===== src/rtl/seg7_pkg.sv =====
// Shared constants and types for the multiplexed 7-segment scan driver.
// All segment/anode encodings are active-low.
package seg7_pkg;

  localparam logic [6:0] SEG_OFF = 7'h7F;
  localparam logic [7:0] AN_OFF  = 8'hFF;

  // {g,f,e,d,c,b,a}, active-low, indexed by hex nibble
  localparam logic [6:0] SEG_TABLE [16] = '{
    7'h40, 7'h79, 7'h24, 7'h30, 7'h19, 7'h12, 7'h02, 7'h78,
    7'h00, 7'h10, 7'h08, 7'h03, 7'h46, 7'h21, 7'h06, 7'h0E
  };

  typedef enum logic {
    ST_BLANK = 1'b0,
    ST_DRIVE = 1'b1
  } scan_state_t;

endpackage


===== src/rtl/seg7_hex_decode.sv =====
// Combinational hex nibble to active-low 7-segment pattern.
module seg7_hex_decode
  import seg7_pkg::*;
(
  input  logic [3:0] nib,
  output logic [6:0] seg
);

  assign seg = SEG_TABLE[nib];

endmodule


===== src/rtl/seg7_scan_driver.sv =====
// Time-multiplexed 8-digit 7-segment driver with anti-ghost blanking,
// frame-aligned shadow registers and optional leading-zero suppression.
module seg7_scan_driver
  import seg7_pkg::*;
#(
  parameter int DIGIT_CYCLES = 100000,
  parameter int BLANK_CYCLES = 1000
) (
  input  logic        clk,
  input  logic        resetn,
  input  logic [31:0] value,
  input  logic [7:0]  dp_mask,
  input  logic [7:0]  digit_en,
  input  logic        blank_lz,
  output logic [7:0]  an,
  output logic [6:0]  seg,
  output logic        dp,
  output logic        frame_done
);

  localparam int CW = (DIGIT_CYCLES > 1) ? $clog2(DIGIT_CYCLES) : 1;

  logic [CW-1:0] cnt, cnt_nxt;
  logic [2:0]    idx, idx_nxt;
  scan_state_t   state, state_nxt;

  logic [31:0] sh_val;
  logic [7:0]  sh_dp, sh_en;
  logic        sh_lz;

  logic       wrap, boundary, dark;
  logic [7:0] upper_zero;
  logic [3:0] nib;
  logic [6:0] hex_seg;
  logic [7:0] an_nxt;
  logic [6:0] seg_nxt;
  logic       dp_nxt;

  assign wrap       = (cnt == CW'(DIGIT_CYCLES - 1));
  assign boundary   = wrap && (idx == 3'd7);
  assign frame_done = boundary;

  always_comb begin
    cnt_nxt   = wrap ? '0 : cnt + CW'(1);
    idx_nxt   = wrap ? idx + 3'd1 : idx;
    state_nxt = (cnt_nxt < CW'(BLANK_CYCLES)) ? ST_BLANK : ST_DRIVE;
  end

  always_ff @(posedge clk or negedge resetn) begin
    if (!resetn) begin
      cnt   <= '0;
      idx   <= '0;
      state <= ST_BLANK;
    end else begin
      cnt   <= cnt_nxt;
      idx   <= idx_nxt;
      state <= state_nxt;
    end
  end

  // Inputs are sampled only at the frame boundary so a frame never tears.
  always_ff @(posedge clk or negedge resetn) begin
    if (!resetn) begin
      sh_val <= '0;
      sh_dp  <= '0;
      sh_en  <= '0;
      sh_lz  <= 1'b0;
    end else if (boundary) begin
      sh_val <= value;
      sh_dp  <= dp_mask;
      sh_en  <= digit_en;
      sh_lz  <= blank_lz;
    end
  end

  // upper_zero[i]: nibbles i..7 are all zero
  for (genvar i = 0; i < 8; i++) begin : g_lz
    assign upper_zero[i] = (sh_val[31:4*i] == '0);
  end

  assign nib  = sh_val[idx*4 +: 4];
  assign dark = !sh_en[idx] || (sh_lz && (idx != 3'd0) && upper_zero[idx]);

  seg7_hex_decode u_dec (
    .nib (nib),
    .seg (hex_seg)
  );

  always_comb begin
    an_nxt  = AN_OFF;
    seg_nxt = SEG_OFF;
    dp_nxt  = 1'b1;
    if (state == ST_DRIVE && !dark) begin
      an_nxt  = ~(8'd1 << idx);
      seg_nxt = hex_seg;
      dp_nxt  = ~sh_dp[idx];
    end
  end

  always_ff @(posedge clk or negedge resetn) begin
    if (!resetn) begin
      an  <= AN_OFF;
      seg <= SEG_OFF;
      dp  <= 1'b1;
    end else begin
      an  <= an_nxt;
      seg <= seg_nxt;
      dp  <= dp_nxt;
    end
  end

endmodule


===== config.mk =====
export PLATFORM = sky130hd
export DESIGN_NAME = seg7_scan_driver
export DESIGN_NICKNAME = d
export VERILOG_FILES = /design/src/rtl/seg7_pkg.sv /design/src/rtl/seg7_hex_decode.sv /design/src/rtl/seg7_scan_driver.sv
export SDC_FILE = /design/constraint.sdc
export NUM_CORES = 1
export LEC_CHECK = 0
export BUFFER_PORTS_ARGS = -buffer_cell sky130_fd_sc_hd__buf_2
export CORE_ASPECT_RATIO = 1.1
export CORE_MARGIN = 3
export CORE_UTILIZATION = 57
export DETAILED_ROUTE_END_ITERATION = 8
export HOLD_SLACK_MARGIN = 0.12
export PLACE_DENSITY = 0.8
export RECOVER_POWER = 100
export SKIP_CTS_REPAIR_TIMING = 1
export SKIP_LAST_GASP = 1
export SYNTH_ARGS = -nofsm -noshare
export SYNTH_HDL_FRONTEND = slang
export SYNTH_SLANG_ARGS = --single-unit

===== constraint.sdc =====
create_clock -name clk -period 2.79 [get_ports clk]
set_input_delay 0.1395 -clock clk [delete_from_list [all_inputs] [get_ports clk]]
set_output_delay 0.1395 -clock clk [all_outputs]
set_load 0.02 [all_outputs]

==> flow_summary.toml, run 1 <==
[synth]
synth_area_leaders = "dfrtp_1, nand2_1, dfstp_2"
avgSynthCellArea_um2 = 9.82
synth_top_area_share = 0.408
yosysSeqAreaShare = 0.506
yosysWarnings = 0
syn-num-nets = 501
ys_ff_latch = 86
yosysMostFrequentCell = "nand2_1"
yosysTopAreaCell = "dfrtp_1"
synthFlopType = "dfrtp_1"
synthCells = 437
synth-edff-count = 0
synthTopCellsByCount = "nand2_1, dfrtp_1, dfstp_2, nor2_1"
synth-async-reset-ratio = 1.00
yosysUniqueCellTypes = 50
synth_area_um2 = 4290

[sta]
max_slew_margin = -0.376
period_share = 0.905
fin_skew_ns = 0.0100
tightest_slew_ns = 2.06
tns_ns = 0
setup_viol = 0
rsz0062_at_grt = "no"
slew_viol_final = 87
finalHoldViolations = 0
fmax_ghz = 0.396
final.min_clock_period_ns = 2.52

[clock_tree]
cts_tree = "done"
clock_latency_ns = 0.35
root_buffer = "clkbuf_8"
cts_buffer_depth = 2
path_clk_slew_ns = 0.08
cts_buffers = 9
cts.sinks = 86
htreeDepth = 3

[power_and_ir_drop]
power_leakage_nw = 2.33
power_density_nw_per_um2 = 445
irDropWorstVdd_uv = 256

[worst_setup_path]
criticalPathCategory = "register to output port"
setup.worst_path.start_class = "register"
crit_arrival_ns = 2.38
worstPathRequired_ns = 2.65
path_max_fanout = 50
cp-end-kind = "output port"

[global_route]
grt_pass1_vias = 3359
grt_pass1_wl_um = 16100
grtUsageTotal = 0.237
grt_max_degree = 87
antenna_found_initial = 0
grt_remaining_overflow = 0

[placement]
placed_area_um2 = 4690
place_congestion = 0.886
port_buffers = 67
dp_hpwl_um = 6750

[min_path]
min_path_type = "register to register"

[die]
die_area_um2 = 8600
core.rowCount = 32
die_w_um = 88.7
num_io_pins = 68
die_h_um = 97.0
start_util = 0.599
coreArea_um2 = 7170

[layout]
synthToLayoutAreaGrowth_pct = 25.5
diodes = 0
fin_util = 0.752
fin_area_um2 = 5390
drive_gt1_frac = 0.201
layout.nets = 617

[route]
drtIter0Drc = 314
dr.pass1.iters = 5
wl_per_cell_um = 16.9
num_vias = 3688
drc_errors = 0
wl_um = 10900
ant_nets = 0
via_per_inst = 5.74

[outcome]
status = "finished, violations left"
violations = "capacitance limit, slew limit"

[flow_run]
maxCapViolations = 1
==> power by group <==
| group | switching [mW] | total, mW | internal (mW) | leakage, nW |
|---|---|---|---|---|
| logic | 0.0445 | 0.115 | 0.0705 | 1.34 |
| registers | 0 | 1.25 | 1.25 | 0.874 |
| clock network | 0.444 | 1.03 | 0.590 | 0.119 |
==> sequential cells by signal, summed over array words and instances, names as in the netlist <==
register  count
idx           3
sh_dp         8
sh_val       32
cnt          17
sh_lz         1
state         1
dp            1
an            8
seg           7
sh_en         8
==> area by class of cell <==
cell class,instances,area [µm²]
Sequential cell,86,2170
Clock buffer,9,124
Fill cell,481,1780
Inverter,9,33.8
Tap cell,85,106
Clock inverter,7,113
Multi-Input combinational cell,324,1960
Timing Repair Buffer,123,873
==> layout by cell type (no fill, tap or decap), types with 9 or more instances in the layout <==
cell	netlist	final
nand3_1	13	13
mux4_2	10	10
nand2_1	176	176
buf_2	8	50
dfstp_2	16	16
nor2_1	15	15
dlygate4sd3_1	0	50
clkbuf_1	4	16
nor4_1	9	9
clkbuf_8	0	9
xnor2_1	12	12
dfrtp_1	70	69
ha_1	13	13
==> worst paths after layout <==
check                          from         end  slack [ns]  cells after the start
setup / recovery             idx[1]  frame_done        0.27                      7
hold / removal             sh_en[1]    sh_en[1]        0.47                      2
setup reg to reg             cnt[0]   sh_val[9]        0.35                      8
hold reg to reg            sh_en[1]    sh_en[1]        0.47                      2
max in group asynchronous    resetn      idx[0]        0.54                      2
min in group asynchronous    resetn    sh_en[5]        0.89                      2
==> kinds of logic after synthesis <==
| family | share of synthesized area |
|---|---|
| AND/OR/NAND/NOR | 0.251 |
| AO/OA/AOI/OAI | 0.0560 |
| multiplexers | 0.0793 |
| XOR/XNOR | 0.0367 |
| adder cells (fa/ha/maj) | 0.0379 |
| flip-flops | 0.506 |
| buffers and inverters | 0.0330 |
==> layer usage <==
layer | vias up | routed length [µm] | track usage
li1 | 1702 | - | -
met1 | 1767 | 4430 | 0.339
met2 | 175 | 5310 | 0.350
met3 | 44 | 687 | 0.0451
met4 | 0 | 456 | 0.105
met5 | - | 0 | 0
==> metrics by stage <==
step | setup WS (ns) | hold slack [ns] | instances | power [mW]
global route | 0.115 | 0.508 | 643 | 2.48
floorplan | 0.764 | -0.156 | 437 | 1.27
detailed placement | 0.397 | 0.340 | 577 | 1.33
global placement | 0.492 | 0.335 | 577 | 1.33
CTS | 0.112 | -0.0357 | 593 | 2.35
finish | 0.266 | 0.473 | 643 | 2.40
==> worst max-delay path, stage by stage, from the launching register on <==
cell and delay (ns):
dfrtp_1 0.45, buf_4 0.24, ha_1 0.19, ha_1 0.21, inv_1 0.09, nor4_4 0.34, buf_12 0.26, buf_2 0.22
Note: power is estimated with default switching activity, not from simulation.
==> inputs of run 2 (changes only) <==
CORE_ASPECT_RATIO = 1.2   (was 1.1)
==> run 2 against run 1 <==
Compared with the run above:
- the run still ends with capacitance limit, slew limit left
- core utilization down 1.8 points
- fmax rose by 0.84%
- cell area fell by 0.91%
- power is 7.6% lower
- critical path depth rose by 1
- clock skew grew 0.0046 ns
- flip-flop and latch count did not move
- critical path type is now register to register
- critical endpoint is now sh_val[3]
- largest cell class unchanged
==> flow_summary.toml, run 2 (synthesis gave the netlist of run 1 again) <==
[global_route]
grt_remaining_overflow = 0
grtUsageTotal = 0.219
grt-busiest-layer = "met2"
grt_max_degree = 87
use_met2 = 0.374
antenna_found_initial = 0
gr-usage-met3 = 0.0392
grt_pass1_wl_um = 15000
grt_pass1_vias = 3282
gr-usage-met1 = 0.282

[placement]
place_congestion = 0.849
place_ws_ns = 0.463
placed_cells = 583
dp_hpwl_um = 6530
port_buffers = 67

[die]
die_h_um = 101
die_area_um2 = 8610
core.rowCount = 34
coreArea_um2 = 7270
num_io_pins = 68
start_util = 0.590
die_w_um = 85.2

[sta]
fin_skew_ns = 0.0146
slew_viol_final = 87
setup_viol = 0
period_share = 0.897
rsz0062_at_grt = "no"
finalHoldViolations = 0
final.min_clock_period_ns = 2.50
fmax_ghz = 0.400
max_slew_margin = -0.343
tightest_slew_ns = 2.01
setup_slack_ns = 0.287
tns_ns = 0

[worst_setup_path]
cp-end-kind = "register"
path_max_fanout = 31
crit_arrival_ns = 2.73
criticalPathCategory = "register to register"
worstPathRequired_ns = 3.02
setup.worst_path.start_class = "register"

[flow_run]
maxCapViolations = 1

[route]
drtIter0Drc = 362
via_per_inst = 5.57
wl_um = 10500
dr.pass1.iters = 6
wl_per_cell_um = 16.1
ant_nets = 0
drc_errors = 0
num_vias = 3612

[clock_tree]
path_clk_slew_ns = 0.08
root_buffer = "clkbuf_8"
htreeDepth = 3
cts.sinks = 86
clock_latency_ns = 0.35
cts_buffers = 9
cts_buffer_depth = 2
cts_tree = "done"

[layout]
fin_cells = 649
layout.nets = 618
layout_common_cells = "nand2_1, dfrtp_1, dlygate4sd3_1, buf_2, clkbuf_1"
diodes = 0
synthToLayoutAreaGrowth_pct = 24.4
reg_top3 = "sh_val x32, cnt x17"
largest_reg_flops = 32
largest-register = "sh_val"
final_common_cell = "nand2_1"
fillCellCount = 479
drive_gt1_frac = 0.199

[power_and_ir_drop]
clockPowerShare = 0.385
switching_share = 0.218
power_leakage_nw = 2.31
irDropWorstVdd_uv = 301
p_int_mw = 1.73
seq_power_share = 0.563
power.switching_mw = 0.483
power_density_nw_per_um2 = 415
combPwrFrac = 0.052

[outcome]
status = "finished, violations left"
violations = "capacitance limit, slew limit"

[min_path]
min_path_type = "register to register"
[run 2: changes by cell type in the layout (fill, tap and decap cells not counted), sizes merged]
cell | before | now
bufinv | 3 | 1
inv | 9 | 10
buf | 55 | 57
[run 2: area by class of cell]
class                           count  area [µm²]  area share
Clock inverter                      6        61.3      0.0115
Tap cell                           90         113      0.0211
Clock buffer                       10         128      0.0239
Sequential cell                    86        2170       0.407
Inverter                            9        33.8     0.00633
Multi-Input combinational cell    324        1960       0.367
Timing Repair Buffer              124         868       0.163
[run 2: through the flow]
step	hold WS [ns]	power [mW]	cell area (µm²)	utilization
floorplan	-0.156	1.27	4290	-
CTS	-0.0342	2.17	4880	0.671
finish	0.472	2.21	5340	0.734
global placement	0.336	1.33	4690	0.645
global route	0.498	2.28	5340	0.734
detailed placement	0.341	1.33	4690	0.645
[run 2: critical path, stage by stage, from the launching register on]
cell	delay, ns
dfrtp_1	0.40
ha_1	0.23
and4_1	0.28
nand2_1	0.17
nor3_1	0.28
nand2_1	0.42
buf_4	0.39
nand2_1	0.13
nand2_1	0.08
[run 2: path summary, 6_finish.rpt]
path | start | to | slack (ns) | depth (start not counted)
setup / recovery | cnt[0] | sh_val[3] | 0.29 | 8
hold / removal | sh_dp[3] | sh_dp[3] | 0.47 | 2
setup reg to reg | cnt[0] | sh_val[3] | 0.29 | 8
hold reg to reg | sh_dp[3] | sh_dp[3] | 0.47 | 2
max in group asynchronous | resetn | idx[0] | 0.58 | 2
min in group asynchronous | resetn | sh_dp[5] | 0.88 | 2
[run 2: routing by layer]
layer / vias up / routed length [µm] / part of all wire
met1: 1765 / 4180 / 0.40
met2: 116 / 5530 / 0.53
li1: 1704 / - / -
met3: 27 / 468 / 0.045
met4: 0 / 284 / 0.027
met5: - / 0 / 0
[run 2: power groups by stage]
stage	combinational, mW	sequential [mW]	clock, mW
2_1_floorplan	0.000780	1.27	0
6_report	0.115	1.25	0.851
3_5_place_dp	0.0609	1.27	0
3_3_place_gp	0.0597	1.27	0
5_1_grt	0.127	1.25	0.911
4_1_cts	0.0611	1.25	0.866
